$ cat src/rtl/sprite_line_scheduler.sv
// Per-scanline sprite scheduler: scans the descriptor table, collects up to MAX_ACTIVE hits
// into a shadow set and commits it atomically. Optional macro SPRITE_SCHED_DROPCNT_EN adds drop_count.
module sprite_line_scheduler #(
    parameter int NUM_SPRITES = 32,
    parameter int MAX_ACTIVE  = 8,
    parameter int X_W         = 10,
    parameter int Y_W         = 10,
    localparam int AW         = $clog2(NUM_SPRITES),
    localparam int DW         = 4 + X_W + Y_W
) (
    input  logic                      Clk,
    input  logic                      Reset,
    input  logic                      line_start,
    input  logic [Y_W-1:0]            next_line,
    output logic                      desc_rd,
    output logic [AW-1:0]             desc_addr,
    input  logic [DW-1:0]             desc_data,
    output logic [MAX_ACTIVE-1:0]     slot_valid,
    output logic [MAX_ACTIVE*3-1:0]   slot_type,
    output logic [MAX_ACTIVE*X_W-1:0] slot_x,
    output logic [MAX_ACTIVE*4-1:0]   slot_row,
    output logic                      busy,
    output logic                      done,
`ifdef SPRITE_SCHED_DROPCNT_EN
    output logic [7:0]                drop_count,
`endif
    output logic                      overflow
);
    localparam int CW = $clog2(MAX_ACTIVE + 1);
    localparam logic [AW-1:0] LAST_ADDR = AW'(NUM_SPRITES - 1);

    typedef enum logic [1:0] {S_IDLE, S_SCAN, S_DRAIN, S_COMMIT} state_t;

    function automatic logic [4:0] height(input logic [2:0] t);
        case (t)
            3'd2:                 height = 5'd14;
            3'd4, 3'd5, 3'd6:     height = 5'd9;
            default:              height = 5'd16;
        endcase
    endfunction

    state_t          state_q, state_d;
    logic [AW-1:0]   addr_q, addr_d;
    logic [Y_W-1:0]  line_q, line_d;
    logic            eval_q, eval_d;
    logic [CW-1:0]   count_q, count_d;
    logic            sh_ovf_q, sh_ovf_d;
    logic [2:0]      sh_type_q [MAX_ACTIVE];
    logic [2:0]      sh_type_d [MAX_ACTIVE];
    logic [X_W-1:0]  sh_x_q    [MAX_ACTIVE];
    logic [X_W-1:0]  sh_x_d    [MAX_ACTIVE];
    logic [3:0]      sh_row_q  [MAX_ACTIVE];
    logic [3:0]      sh_row_d  [MAX_ACTIVE];
    logic            commit;

    logic [MAX_ACTIVE-1:0]     slot_valid_q;
    logic [MAX_ACTIVE*3-1:0]   slot_type_q;
    logic [MAX_ACTIVE*X_W-1:0] slot_x_q;
    logic [MAX_ACTIVE*4-1:0]   slot_row_q;
    logic                      overflow_q;

`ifdef SPRITE_SCHED_DROPCNT_EN
    logic [7:0] sh_drops_q, sh_drops_d;
    logic [7:0] drop_count_q;
    logic [8:0] drop_sum;
`endif

    logic            d_en;
    logic [2:0]      d_type;
    logic [X_W-1:0]  d_x;
    logic [Y_W-1:0]  d_y;
    logic [Y_W:0]    d_diff;
    logic            hit;

    assign d_en   = desc_data[DW-1];
    assign d_type = desc_data[X_W+Y_W +: 3];
    assign d_x    = desc_data[Y_W +: X_W];
    assign d_y    = desc_data[Y_W-1:0];
    // Extra MSB catches y > line as a borrow, so no wrap-around hits.
    assign d_diff = {1'b0, line_q} - {1'b0, d_y};
    assign hit    = eval_q && d_en && !d_diff[Y_W] && (d_diff < (Y_W+1)'(height(d_type)));

    always_comb begin
        state_d   = state_q;
        addr_d    = addr_q;
        line_d    = line_q;
        eval_d    = (state_q == S_SCAN) && !line_start;
        count_d   = count_q;
        sh_ovf_d  = sh_ovf_q;
        sh_type_d = sh_type_q;
        sh_x_d    = sh_x_q;
        sh_row_d  = sh_row_q;
        commit    = 1'b0;
`ifdef SPRITE_SCHED_DROPCNT_EN
        sh_drops_d = sh_drops_q;
`endif

        if (hit) begin
            if (count_q < CW'(MAX_ACTIVE)) begin
                for (int i = 0; i < MAX_ACTIVE; i++) begin
                    if (CW'(i) == count_q) begin
                        sh_type_d[i] = d_type;
                        sh_x_d[i]    = d_x;
                        sh_row_d[i]  = d_diff[3:0];
                    end
                end
                count_d = count_q + 1'b1;
            end else begin
                sh_ovf_d = 1'b1;
`ifdef SPRITE_SCHED_DROPCNT_EN
                if (sh_drops_q != 8'hFF) sh_drops_d = sh_drops_q + 8'd1;
`endif
            end
        end

        case (state_q)
            S_IDLE:   state_d = S_IDLE;
            S_SCAN: begin
                if (addr_q == LAST_ADDR) state_d = S_DRAIN;
                else                     addr_d  = addr_q + 1'b1;
            end
            S_DRAIN: begin
                state_d = S_COMMIT;
                commit  = 1'b1;
            end
            S_COMMIT: state_d = S_IDLE;
            default:  state_d = S_IDLE;
        endcase

        // A new request always wins: restart from index 0 with an empty shadow set.
        if (line_start) begin
            state_d  = S_SCAN;
            addr_d   = '0;
            line_d   = next_line;
            commit   = 1'b0;
            count_d  = '0;
            sh_ovf_d = 1'b0;
            for (int i = 0; i < MAX_ACTIVE; i++) begin
                sh_type_d[i] = '0;
                sh_x_d[i]    = '0;
                sh_row_d[i]  = '0;
            end
`ifdef SPRITE_SCHED_DROPCNT_EN
            sh_drops_d = '0;
`endif
        end
    end

`ifdef SPRITE_SCHED_DROPCNT_EN
    assign drop_sum = {1'b0, drop_count_q} + {1'b0, sh_drops_d};
`endif

    always_ff @(posedge Clk) begin
        if (Reset) begin
            state_q      <= S_IDLE;
            addr_q       <= '0;
            line_q       <= '0;
            eval_q       <= 1'b0;
            count_q      <= '0;
            sh_ovf_q     <= 1'b0;
            slot_valid_q <= '0;
            slot_type_q  <= '0;
            slot_x_q     <= '0;
            slot_row_q   <= '0;
            overflow_q   <= 1'b0;
            for (int i = 0; i < MAX_ACTIVE; i++) begin
                sh_type_q[i] <= '0;
                sh_x_q[i]    <= '0;
                sh_row_q[i]  <= '0;
            end
`ifdef SPRITE_SCHED_DROPCNT_EN
            sh_drops_q   <= '0;
            drop_count_q <= '0;
`endif
        end else begin
            state_q   <= state_d;
            addr_q    <= addr_d;
            line_q    <= line_d;
            eval_q    <= eval_d;
            count_q   <= count_d;
            sh_ovf_q  <= sh_ovf_d;
            sh_type_q <= sh_type_d;
            sh_x_q    <= sh_x_d;
            sh_row_q  <= sh_row_d;
`ifdef SPRITE_SCHED_DROPCNT_EN
            sh_drops_q <= sh_drops_d;
`endif
            // Commit takes the shadow next-state so the final descriptor is included.
            if (commit) begin
                for (int i = 0; i < MAX_ACTIVE; i++) begin
                    slot_valid_q[i]          <= (CW'(i) < count_d);
                    slot_type_q[i*3 +: 3]    <= sh_type_d[i];
                    slot_x_q[i*X_W +: X_W]   <= sh_x_d[i];
                    slot_row_q[i*4 +: 4]     <= sh_row_d[i];
                end
                overflow_q <= sh_ovf_d;
`ifdef SPRITE_SCHED_DROPCNT_EN
                drop_count_q <= drop_sum[8] ? 8'hFF : drop_sum[7:0];
`endif
            end
        end
    end

    assign desc_rd    = (state_q == S_SCAN);
    assign desc_addr  = desc_rd ? addr_q : '0;
    assign busy       = (state_q != S_IDLE);
    assign done       = (state_q == S_COMMIT);
    assign slot_valid = slot_valid_q;
    assign slot_type  = slot_type_q;
    assign slot_x     = slot_x_q;
    assign slot_row   = slot_row_q;
    assign overflow   = overflow_q;
`ifdef SPRITE_SCHED_DROPCNT_EN
    assign drop_count = drop_count_q;
`endif

endmodule

$ cat config.mk
export PLATFORM = sky130hd
export DESIGN_NAME = sprite_line_scheduler
export DESIGN_NICKNAME = d
export VERILOG_FILES = /design/src/rtl/sprite_line_scheduler.sv
export SDC_FILE = /design/constraint.sdc
export NUM_CORES = 1
export LEC_CHECK = 0
export ABC_AREA = 1
export CAP_MARGIN = 10
export CORE_AREA = 2 2 143 215
export CTS_BUF_LIST = sky130_fd_sc_hd__clkbuf_4 sky130_fd_sc_hd__clkbuf_8 sky130_fd_sc_hd__clkbuf_16
export CTS_CLUSTER_SIZE = 40
export DETAILED_ROUTE_END_ITERATION = 8
export DIE_AREA = 0 0 145 217
export GPL_TIMING_DRIVEN = 0
export PLACE_DENSITY = 0.65
export SETUP_SLACK_MARGIN = 0.3
export SYNTH_ARGS = -nofsm -noshare
export SYNTH_HDL_FRONTEND = slang
export SYNTH_SLANG_ARGS = --single-unit
$ cat constraint.sdc
create_clock -name Clk -period 3.77 [get_ports Clk]
set_clock_uncertainty 0.1 [all_clocks]
set_input_delay 0.9425 -clock Clk [delete_from_list [all_inputs] [get_ports Clk]]
set_output_delay 0.9425 -clock Clk [all_outputs]
set_load 0.02 [all_outputs]
==> reports/results.md, run 1 <==
| Result | Reported |
| --- | --- |
| Data required time at the worst endpoint | 4.07 ns |
| Overall Global Routing Usage | 0.2423 |
| Setup repair after global routing missed its margin | yes |
| Filler cell count in the final layout | 2685 |
| Peak fanout along the critical path | 7 |
| Number of global-route vias before repair | 11026 |
| Area of the die | 31470 um^2 |
| Number of detailed-routing iterations run before antenna repair | 5 |
| CTS tree | yes |
| Final cell area excluding filler cells | 17230 um^2 |
| Gr ovfl total | 0 |
| Clock latency at the later pin of the worst-skew pair | 0.55 ns |
| Arrival time worst endpoint | 3.87 ns |
| Synth Area in Compound Gates | 0.1158 |
| Shortest clock period the worst path allows after layout | 3.571 ns |
| TritonCTS Buffers | 28 |
| Sequential Power Share | 0.487 |
| Post-DRT Antenna Nets | 0 |
| Share of total power in the clock network | 0.428 |
| Half-perimeter wire length after detailed placement | 28.42 mm |
| Detailed Route Iter0 Violations | 879 |
| Pint | 5.018 mW |
| Worst setup path category | primary input to flop |
| Slew margin rel. | 0.3796 |
| Share of cells above drive strength 1 | 0.1985 |
| Number of nets in the final layout | 1907 |
| Share of synthesized area occupied by flip-flops and latches | 0.5090 |
| Antenna diode instance count | 0 |
| Vias after detailed routing | 11514 |
| Worst supply voltage drop on vdd | 307.8 uV |
| Post-synthesis share of cell area spent on and, or, nand and nor gates | 0.2682 |
| Yosys warning total | 0 |
| Number of buffers added on ports | 187 |
| Leakage power of the design | 7.113 nW |
| Fin. Hold Viols | 0 |
| Post-synth design cell area | 11960 um^2 |
| Async SR Flop Fraction | 0 |
| Pwr/cell area | 385.3 nW/um^2 |
| Post-route total power | 6.637 mW |
| DRC violations left | 0 |
| Detail-routed via count per cell | 5.086 |
| Horizontal die dimension | 145 um |
| Worst Setup End Kind | flop |
| Post-synthesis sequential element count | 304 |
| Worst min-delay path class | flop to flop |
| Clock root cell | sky130_fd_sc_hd__clkbuf_16 |
| Status | complete, no violations |
| Reg2reg setup slack | 0.26 ns |
| Reported net switching power | 1.618 mW |
| Buffer depth of the longest clock path | 3 |
| Standard-cell row count | 78 |
| Routed wire length per instance | 18.20 um |
| Total cell area at the placement stage | 14460 um^2 |
| Worst-margin pin slew | 0.9306 ns |
| Effective utilization at floorplan | 0.4017 |
| Final period util | 0.9471 |
| Relative area change from synthesis to final layout | 44.07% |
| Post-synthesis instance total | 1553 |
| Largest family of logic cells by synthesized area | simple AND/OR/NAND/NOR gates |
| Post-Syn Nets | 1616 |
| Weighted congestion at the end of routability-driven global placement | 0.8734 |
| I/O pin count | 190 |
| Number of distinct standard cells referenced by the synthesized netlist | 42 |
| Die height | 217 um |
| Core footprint | 29770 um^2 |
| # clock sinks | 304 |
| Number of antenna violations at the first check in global routing | 0 |
| CTS Hold Buffers Added | 0 |
| Share of synthesized area spent on multiplexers | 0 |
| Register clock-pin slew on the reported worst setup and hold paths | 0.07 ns |
| Xor and xnor area share after synthesis | 0.002198 |
| Avg Inst Size Synth | 7.699 um^2 |
| Htree depth | 1 |
| Number of max-cap violations | 0 |
| Maximum number of pins on one net before global-route repair | 15 |
| Total Routed Length | 41.21 mm |
| Post-synthesis share of cell area spent on full adders, half adders and majority gates | 0.02784 |
| Most frequently used flop master after synthesis | sky130_fd_sc_hd__dfxtp_1 |
| Startpoint kind of the worst setup timing path | primary input |
| Number of synthesized flops with an enable pin | 0 |
| Fmax | 0.2801 GHz |
| Combinational share of power | 0.085 |
| Setup violators final | 0 |
| Max-slew violation count | 0 |
| Switching share of total power | 0.2438 |
| First-pass GRT wire length | 60.12 mm |
## state kept, by name, summed over array words and instances, names as in the netlist
signal / count
eval_q: 1
addr_q: 5
sh_type_q: 24
state_q: 2
slot_row: 32
slot_type: 24
line_q: 10
slot_valid: 8
sh_ovf_q: 1
sh_row_q: 32
overflow: 1
slot_x: 80
sh_x_q: 80
count_q: 4
## synthesized netlist by cell type, types with 4 or more instances
master | instances | area share
sky130_fd_sc_hd__a21oi_1 | 63 | 0.026
sky130_fd_sc_hd__inv_2 | 4 | 0.0013
sky130_fd_sc_hd__nand2_2 | 4 | 0.0021
sky130_fd_sc_hd__nor3_1 | 4 | 0.0017
sky130_fd_sc_hd__o21ai_0 | 107 | 0.045
sky130_fd_sc_hd__ha_1 | 25 | 0.026
sky130_fd_sc_hd__buf_2 | 7 | 0.0029
sky130_fd_sc_hd__nand3_1 | 167 | 0.070
sky130_fd_sc_hd__o21ai_1 | 16 | 0.0067
sky130_fd_sc_hd__buf_1 | 16 | 0.0050
sky130_fd_sc_hd__nand4_1 | 13 | 0.0068
sky130_fd_sc_hd__o2111ai_1 | 6 | 0.0044
sky130_fd_sc_hd__a211oi_2 | 6 | 0.0063
sky130_fd_sc_hd__nor2_1 | 157 | 0.049
sky130_fd_sc_hd__buf_6 | 4 | 0.0038
sky130_fd_sc_hd__inv_1 | 138 | 0.043
sky130_fd_sc_hd__a211oi_1 | 9 | 0.0057
sky130_fd_sc_hd__dfxtp_1 | 304 | 0.51
sky130_fd_sc_hd__nand2_1 | 380 | 0.12
sky130_fd_sc_hd__or2_2 | 10 | 0.0052
sky130_fd_sc_hd__o211ai_1 | 6 | 0.0038
sky130_fd_sc_hd__a21oi_2 | 16 | 0.012
sky130_fd_sc_hd__clkbuf_1 | 57 | 0.018
sky130_fd_sc_hd__o211a_1 | 6 | 0.0050
## metrics by stage
stage	TNS (ns)	std cells	hold slack, ns	setup slack, ns	utilization
floorplan	0	1553	0.3242	0.1210	-
global placement	-270.63	2140	0.3340	-1.300	0.4859
detailed placement	-262.51	2140	0.3384	-1.264	0.4859
CTS	0	2233	0.3477	0.2147	0.5451
global route	0	2264	0.3591	0.1327	0.5787
finish	0	2264	0.3521	0.1995	0.5787
## worst max-delay path, stage by stage
cell                      delay (ns)
sky130_fd_sc_hd__buf_8          0.07
sky130_fd_sc_hd__ha_4           0.12
sky130_fd_sc_hd__inv_4          0.03
sky130_fd_sc_hd__fa_2           0.35
sky130_fd_sc_hd__buf_6          0.14
sky130_fd_sc_hd__xor2_4         0.23
sky130_fd_sc_hd__ha_4           0.24
sky130_fd_sc_hd__a21oi_2        0.16
sky130_fd_sc_hd__nand2_2        0.09
sky130_fd_sc_hd__nand2_2        0.09
sky130_fd_sc_hd__nand3_2        0.09
sky130_fd_sc_hd__nor2_4         0.15
sky130_fd_sc_hd__nand4_4        0.11
sky130_fd_sc_hd__nor2_4         0.12
sky130_fd_sc_hd__buf_12         0.13
sky130_fd_sc_hd__nand3_4        0.13
sky130_fd_sc_hd__inv_4          0.16
sky130_fd_sc_hd__buf_8          0.15
sky130_fd_sc_hd__buf_4          0.12
sky130_fd_sc_hd__nand2_2        0.05
sky130_fd_sc_hd__nand4_1        0.09
sky130_fd_sc_hd__a21oi_1        0.08
## power by group through the flow
stage	clock network (mW)	registers, mW	logic (mW)
2_1_floorplan	0	3.30	0.265
3_3_place_gp	0	3.30	0.438
3_5_place_dp	0	3.30	0.442
4_1_cts	2.87	3.23	0.498
5_1_grt	2.99	3.23	0.609
6_report	2.84	3.23	0.562
## placed cells by master (no fill, tap or decap), types with 7 or more instances in the layout
master / Yosys / layout
sky130_fd_sc_hd__nand2_2: 4 / 15
sky130_fd_sc_hd__nor2_4: 3 / 12
sky130_fd_sc_hd__a211oi_2: 6 / 7
sky130_fd_sc_hd__o21ai_1: 16 / 26
sky130_fd_sc_hd__nand4_1: 13 / 13
sky130_fd_sc_hd__clkbuf_16: 0 / 35
sky130_fd_sc_hd__nand3_4: 0 / 7
sky130_fd_sc_hd__buf_6: 4 / 19
sky130_fd_sc_hd__o21ai_2: 0 / 25
sky130_fd_sc_hd__nand3_2: 2 / 10
sky130_fd_sc_hd__dfxtp_1: 304 / 304
sky130_fd_sc_hd__a21oi_2: 16 / 35
sky130_fd_sc_hd__clkdlybuf4s50_1: 0 / 180
sky130_fd_sc_hd__ha_1: 25 / 20
sky130_fd_sc_hd__nand3_1: 167 / 152
sky130_fd_sc_hd__buf_8: 0 / 11
sky130_fd_sc_hd__nand2_1: 380 / 360
sky130_fd_sc_hd__a21oi_1: 63 / 39
sky130_fd_sc_hd__clkbuf_4: 0 / 9
sky130_fd_sc_hd__o21ai_4: 0 / 14
sky130_fd_sc_hd__inv_2: 4 / 10
sky130_fd_sc_hd__buf_4: 3 / 49
sky130_fd_sc_hd__nor2_1: 157 / 116
sky130_fd_sc_hd__o21ai_0: 107 / 58
sky130_fd_sc_hd__nor2_2: 1 / 33
sky130_fd_sc_hd__inv_1: 138 / 127
sky130_fd_sc_hd__clkbuf_8: 0 / 7
sky130_fd_sc_hd__nand2_4: 1 / 9
sky130_fd_sc_hd__or2_2: 10 / 9
sky130_fd_sc_hd__buf_1: 16 / 17
sky130_fd_sc_hd__clkbuf_1: 57 / 51
## final timing paths
check,startpoint,endpoint,cells after the start
setup / recovery,desc_data[0],slot_x[63],22
hold / removal,sh_x_q[16],sh_x_q[16],2
setup reg to reg,line_q[0],slot_x[63],22
hold reg to reg,sh_x_q[16],sh_x_q[16],2
## routing by layer
layer,vias up,track usage,part of all wire
met3,133,0.03145,0.061
met2,427,0.4421,0.50
li1,5585,-,-
met4,0,0.1030,0.052
met5,-,0,0
met1,5369,0.2852,0.38
## cells by family after synthesis
group                      count (synthesis)
and+or+nand+nor                          752
AOI/OAI and AO/OA                        237
DFF                                      304
buffers and inverters                    231
adders and majority gates                 26
xor gates and xnor gates                   3
## timing repair
action,in CTS,in global routing
pin swaps,37,67
gates cloned,5,6
setup endpoints to repair,286,280
buffers inserted,38,25
resized for setup,139,208
## cell type report
class	instances	area, um^2	area share
flip-flops and latches	304	6086	0.3533
multi-input cells	1018	5974	0.3468
repair buffers	261	2625	0.1524
clock buffers	45	889.6	0.05165
inverters	143	569.3	0.03305
plain buffers	88	546.8	0.03174
well taps	400	500.5	0.02905
clock inverters	5	33.78	0.001961
Power figures use the tool's default switching activity.
==> inputs of run 2 (changes only) <==
--- a/config.mk
+++ b/config.mk
@@ -6,6 +6,7 @@
 export NUM_CORES = 1
 export LEC_CHECK = 0
 export ABC_AREA = 1
+export ABC_CLOCK_PERIOD_IN_PS = 3770
 export CAP_MARGIN = 10
 export CORE_AREA = 2 2 143 215
 export CTS_BUF_LIST = sky130_fd_sc_hd__clkbuf_4 sky130_fd_sc_hd__clkbuf_8 sky130_fd_sc_hd__clkbuf_16
==> results of run 2 <==
Same layout as run 1: the final DEF is identical, and so are final timing and power.
==> inputs of run 3 (changes only) <==
--- a/config.mk
+++ b/config.mk
@@ -8,14 +8,15 @@
 export ABC_AREA = 1
 export ABC_CLOCK_PERIOD_IN_PS = 3770
 export CAP_MARGIN = 10
-export CORE_AREA = 2 2 143 215
+export CORE_AREA = 2 2 132 199
 export CTS_BUF_LIST = sky130_fd_sc_hd__clkbuf_4 sky130_fd_sc_hd__clkbuf_8 sky130_fd_sc_hd__clkbuf_16
 export CTS_CLUSTER_SIZE = 40
 export DETAILED_ROUTE_END_ITERATION = 8
-export DIE_AREA = 0 0 145 217
+export DIE_AREA = 0 0 134 201
 export GPL_TIMING_DRIVEN = 0
-export PLACE_DENSITY = 0.65
+export PLACE_DENSITY = 0.75
 export SETUP_SLACK_MARGIN = 0.3
+export SKIP_CTS_REPAIR_TIMING = 1
 export SYNTH_ARGS = -nofsm -noshare
 export SYNTH_HDL_FRONTEND = slang
 export SYNTH_SLANG_ARGS = --single-unit
==> reports/results.md, run 3 (synthesized netlist as in run 1, its figures left out) <==
| Result | Reported | Change |
| --- | --- | --- |
| Status | complete, but fails checks |  |
| Violated checks | setup timing |  |
| Number of global-route vias before repair | 10864 | -1.5% |
| Overall Global Routing Usage | 0.2651 | +0.02283 |
| Fmax | 0.2612 GHz | -6.7% |
| Maximum number of pins on one net before global-route repair | 17 | +2 |
| Final worst setup slack | -0.05865 ns | -0.2581 ns |
| # clock sinks | 304 | unchanged |
| Sequential Power Share | 0.464 | -0.023 |
| Leakage power of the design | 7.002 nW | -1.6% |
| Worst setup path category | primary input to flop |  |
| Worst min-delay path class | flop to flop |  |
| Most common cell after layout, fill and taps aside | sky130_fd_sc_hd__nand2_1 |  |
| Reported net switching power | 1.689 mW | +4.4% |
| Final cell area excluding filler cells | 16970 um^2 | -1.5% |
| Leading cell types in the layout, fill and taps excluded | sky130_fd_sc_hd__nand2_1, sky130_fd_sc_hd__dfxtp_1, sky130_fd_sc_hd__clkdlybuf4s50_1 |  |
| Die height | 201 um | -7.4% |
| Share of cells above drive strength 1 | 0.1791 | -0.01944 |
| Half-perimeter wire length after detailed placement | 27.10 mm | -4.7% |
| Number of detailed-routing iterations run before antenna repair | 6 | +1 |
| Switching share of total power | 0.2425 | -0.001354 |
| Pwr/cell area | 410.5 nW/um^2 | +6.5% |
| Buffer depth of the longest clock path | 3 | unchanged |
| Clock latency at the later pin of the worst-skew pair | 0.56 ns | about the same |
| TritonCTS Buffers | 28 | unchanged |
| Setup violators final | 9 | +9 |
| Relative area change from synthesis to final layout | 41.89% |  |
| DRC violations left | 0 | unchanged |
| Detailed Route Iter0 Violations | 1011 | +15% |
| Vias after detailed routing | 11904 | +3.4% |
| Antenna diode instance count | 0 | unchanged |
| Share of total power in the clock network | 0.461 | +0.033 |
| Area of the die | 26930 um^2 | -14% |
| Total Routed Length | 41.47 mm | +0.64% |
| Number of max-cap violations | 0 | unchanged |
| Combinational share of power | 0.075 | -0.010 |
| Pint | 5.275 mW | +5.1% |
| Effective utilization at floorplan | 0.4723 | +0.07064 |
| Final period util | 1.016 | +0.06847 |
| Gr ovfl total | 0 | unchanged |
| Data required time at the worst endpoint | 4.16 ns | +0.09 ns |
| Worst-margin pin slew | 1.069 ns | +0.1387 ns |
| Delay of the slowest cell on the worst path | 0.46 ns | +0.11 ns |
| Most frequent cell on the critical path | sky130_fd_sc_hd__nand2_1 |  |
| Post-route total power | 6.964 mW | +4.9% |
| Shortest clock period the worst path allows after layout | 3.829 ns | +0.2581 ns |
| Weighted congestion at the end of routability-driven global placement | 0.9273 | +6.2% |
| Slew margin rel. | 0.2872 | -0.09244 |
| Post-DRT Antenna Nets | 0 | unchanged |
| Startpoint kind of the worst setup timing path | primary input |  |
| Standard-cell row count | 72 | -7.7% |
| Number of antenna violations at the first check in global routing | 0 | unchanged |
| Filler cell count in the final layout | 1931 | -28% |
| Setup repair after global routing missed its margin | yes |  |
| Peak fanout along the critical path | 5 | -2 |
| Routed wire length per instance | 19.06 um | +4.7% |
| Register clock-pin slew on the reported worst setup and hold paths | 0.07 ns | about the same |
| I/O pin count | 190 | unchanged |
| Number of nets in the final layout | 1884 | -1.2% |
| Number of buffers added on ports | 187 | unchanged |
| Arrival time worst endpoint | 4.21 ns | +0.34 ns |
| Max-slew violation count | 0 | unchanged |
| Horizontal die dimension | 134 um | -7.6% |
| Cell Count, Final, Fillers Out | 2176 | -3.9% |
| Post-placement cell count | 2073 | -3.1% |
| Total cell area at the placement stage | 14380 um^2 | -0.58% |
| Detail-routed via count per cell | 5.471 | +7.6% |
| CTS tree | yes |  |
| Htree depth | 1 | unchanged |
| Core footprint | 25310 um^2 | -15% |
| Fin. Hold Viols | 0 | unchanged |
| Slowest cell on crit path | sky130_fd_sc_hd__fa_2 |  |
| Worst supply voltage drop on vdd | 322.8 uV | +4.9% |
| Clock root cell | sky130_fd_sc_hd__clkbuf_16 |  |
| Worst Setup End Kind | flop |  |
| First-pass GRT wire length | 56.44 mm | -6.1% |
| Crit path cell chain | buf_8 -> ha_4 -> inv_4 -> fa_2 -> xor2_4 -> ha_1 -> nand2_1 -> inv_1 -> nand2_1 -> nand2_1 -> nand2_1 -> nand3_1 -> nor2_2 -> nand4_2 -> nor2_4 -> buf_6 -> nand3_4 -> buf_12 -> nand2_4 -> nand4_1 -> a21oi_1 |  |
[run 3: cell count changes in the layout (fill, tap and decap cells not counted), moves of 8 or more]
cell / previous run / this run
sky130_fd_sc_hd__o21ai_0: 58 / 49
sky130_fd_sc_hd__o21ai_1: 26 / 49
sky130_fd_sc_hd__o21ai_4: 14 / 5
sky130_fd_sc_hd__buf_4: 49 / 32
sky130_fd_sc_hd__nor2_4: 12 / 21
sky130_fd_sc_hd__clkbuf_4: 9 / 1
[run 3: path summary, 6_finish.rpt]
check                                  start            end  slack, ns  cells past startpoint
worst max-delay path            desc_data[0]  slot_type[16]      -0.06                     21
worst min-delay path              sh_x_q[11]     sh_x_q[11]       0.35                      2
worst max register to register     line_q[0]  slot_type[16]      -0.04                     21
worst min register to register    sh_x_q[11]     sh_x_q[11]       0.35                      2
[run 3: area by class of cell]
class                      instances  area [um^2]  share of cell area
tap                              333        416.7             0.02456
sequential                       304         6086              0.3587
multi-input combinational       1018         5859              0.3454
clock buffer                      37        829.5             0.04890
clock inverter                    15        221.5             0.01305
inverter                         143        569.3             0.03356
buffer                            88        523.0             0.03083
timing repair buffer             238         2460              0.1450
[run 3: through the flow]
step / worst slack (ns) / hold slack [ns] / utilization / setup TNS (ns)
floorplan: 0.1210 / 0.3242 / - / 0
global placement: -1.235 / 0.3333 / 0.5680 / -258.06
detailed placement: -1.281 / 0.3389 / 0.5680 / -262.86
CTS: -0.7425 / 0.3487 / 0.6095 / -108.55
global route: -0.2037 / 0.3629 / 0.6702 / -10.89
finish: -0.05865 / 0.3488 / 0.6702 / -0.2153
[run 3: metal layers]
layer | up-vias | global-route usage | part of all wire
met2 | 642 | 0.4689 | 0.48
li1 | 5537 | - | -
met4 | 0 | 0.1318 | 0.085
met5 | - | 0 | 0
met3 | 204 | 0.03662 | 0.079
met1 | 5521 | 0.3109 | 0.36
[run 3: worst max-delay path, delay by kind of cell]
family | cells | cell delay [ns]
AO/OA/AOI/OAI | 1 | 0.19
AND/OR/NAND/NOR | 11 | 1.34
adder cells (fa/ha/maj) | 3 | 0.94
XOR/XNOR | 1 | 0.23
buffers and inverters | 5 | 0.56
[run 3: power by group through the flow]
stage / Sequential [mW] / Combinational [mW] / Clock [mW]
after global routing: 3.23 / 0.562 / 3.32
after floorplan: 3.30 / 0.265 / 0
after detailed placement: 3.30 / 0.435 / 0
final: 3.23 / 0.524 / 3.21
after global placement: 3.30 / 0.430 / 0
after CTS: 3.23 / 0.439 / 3.20
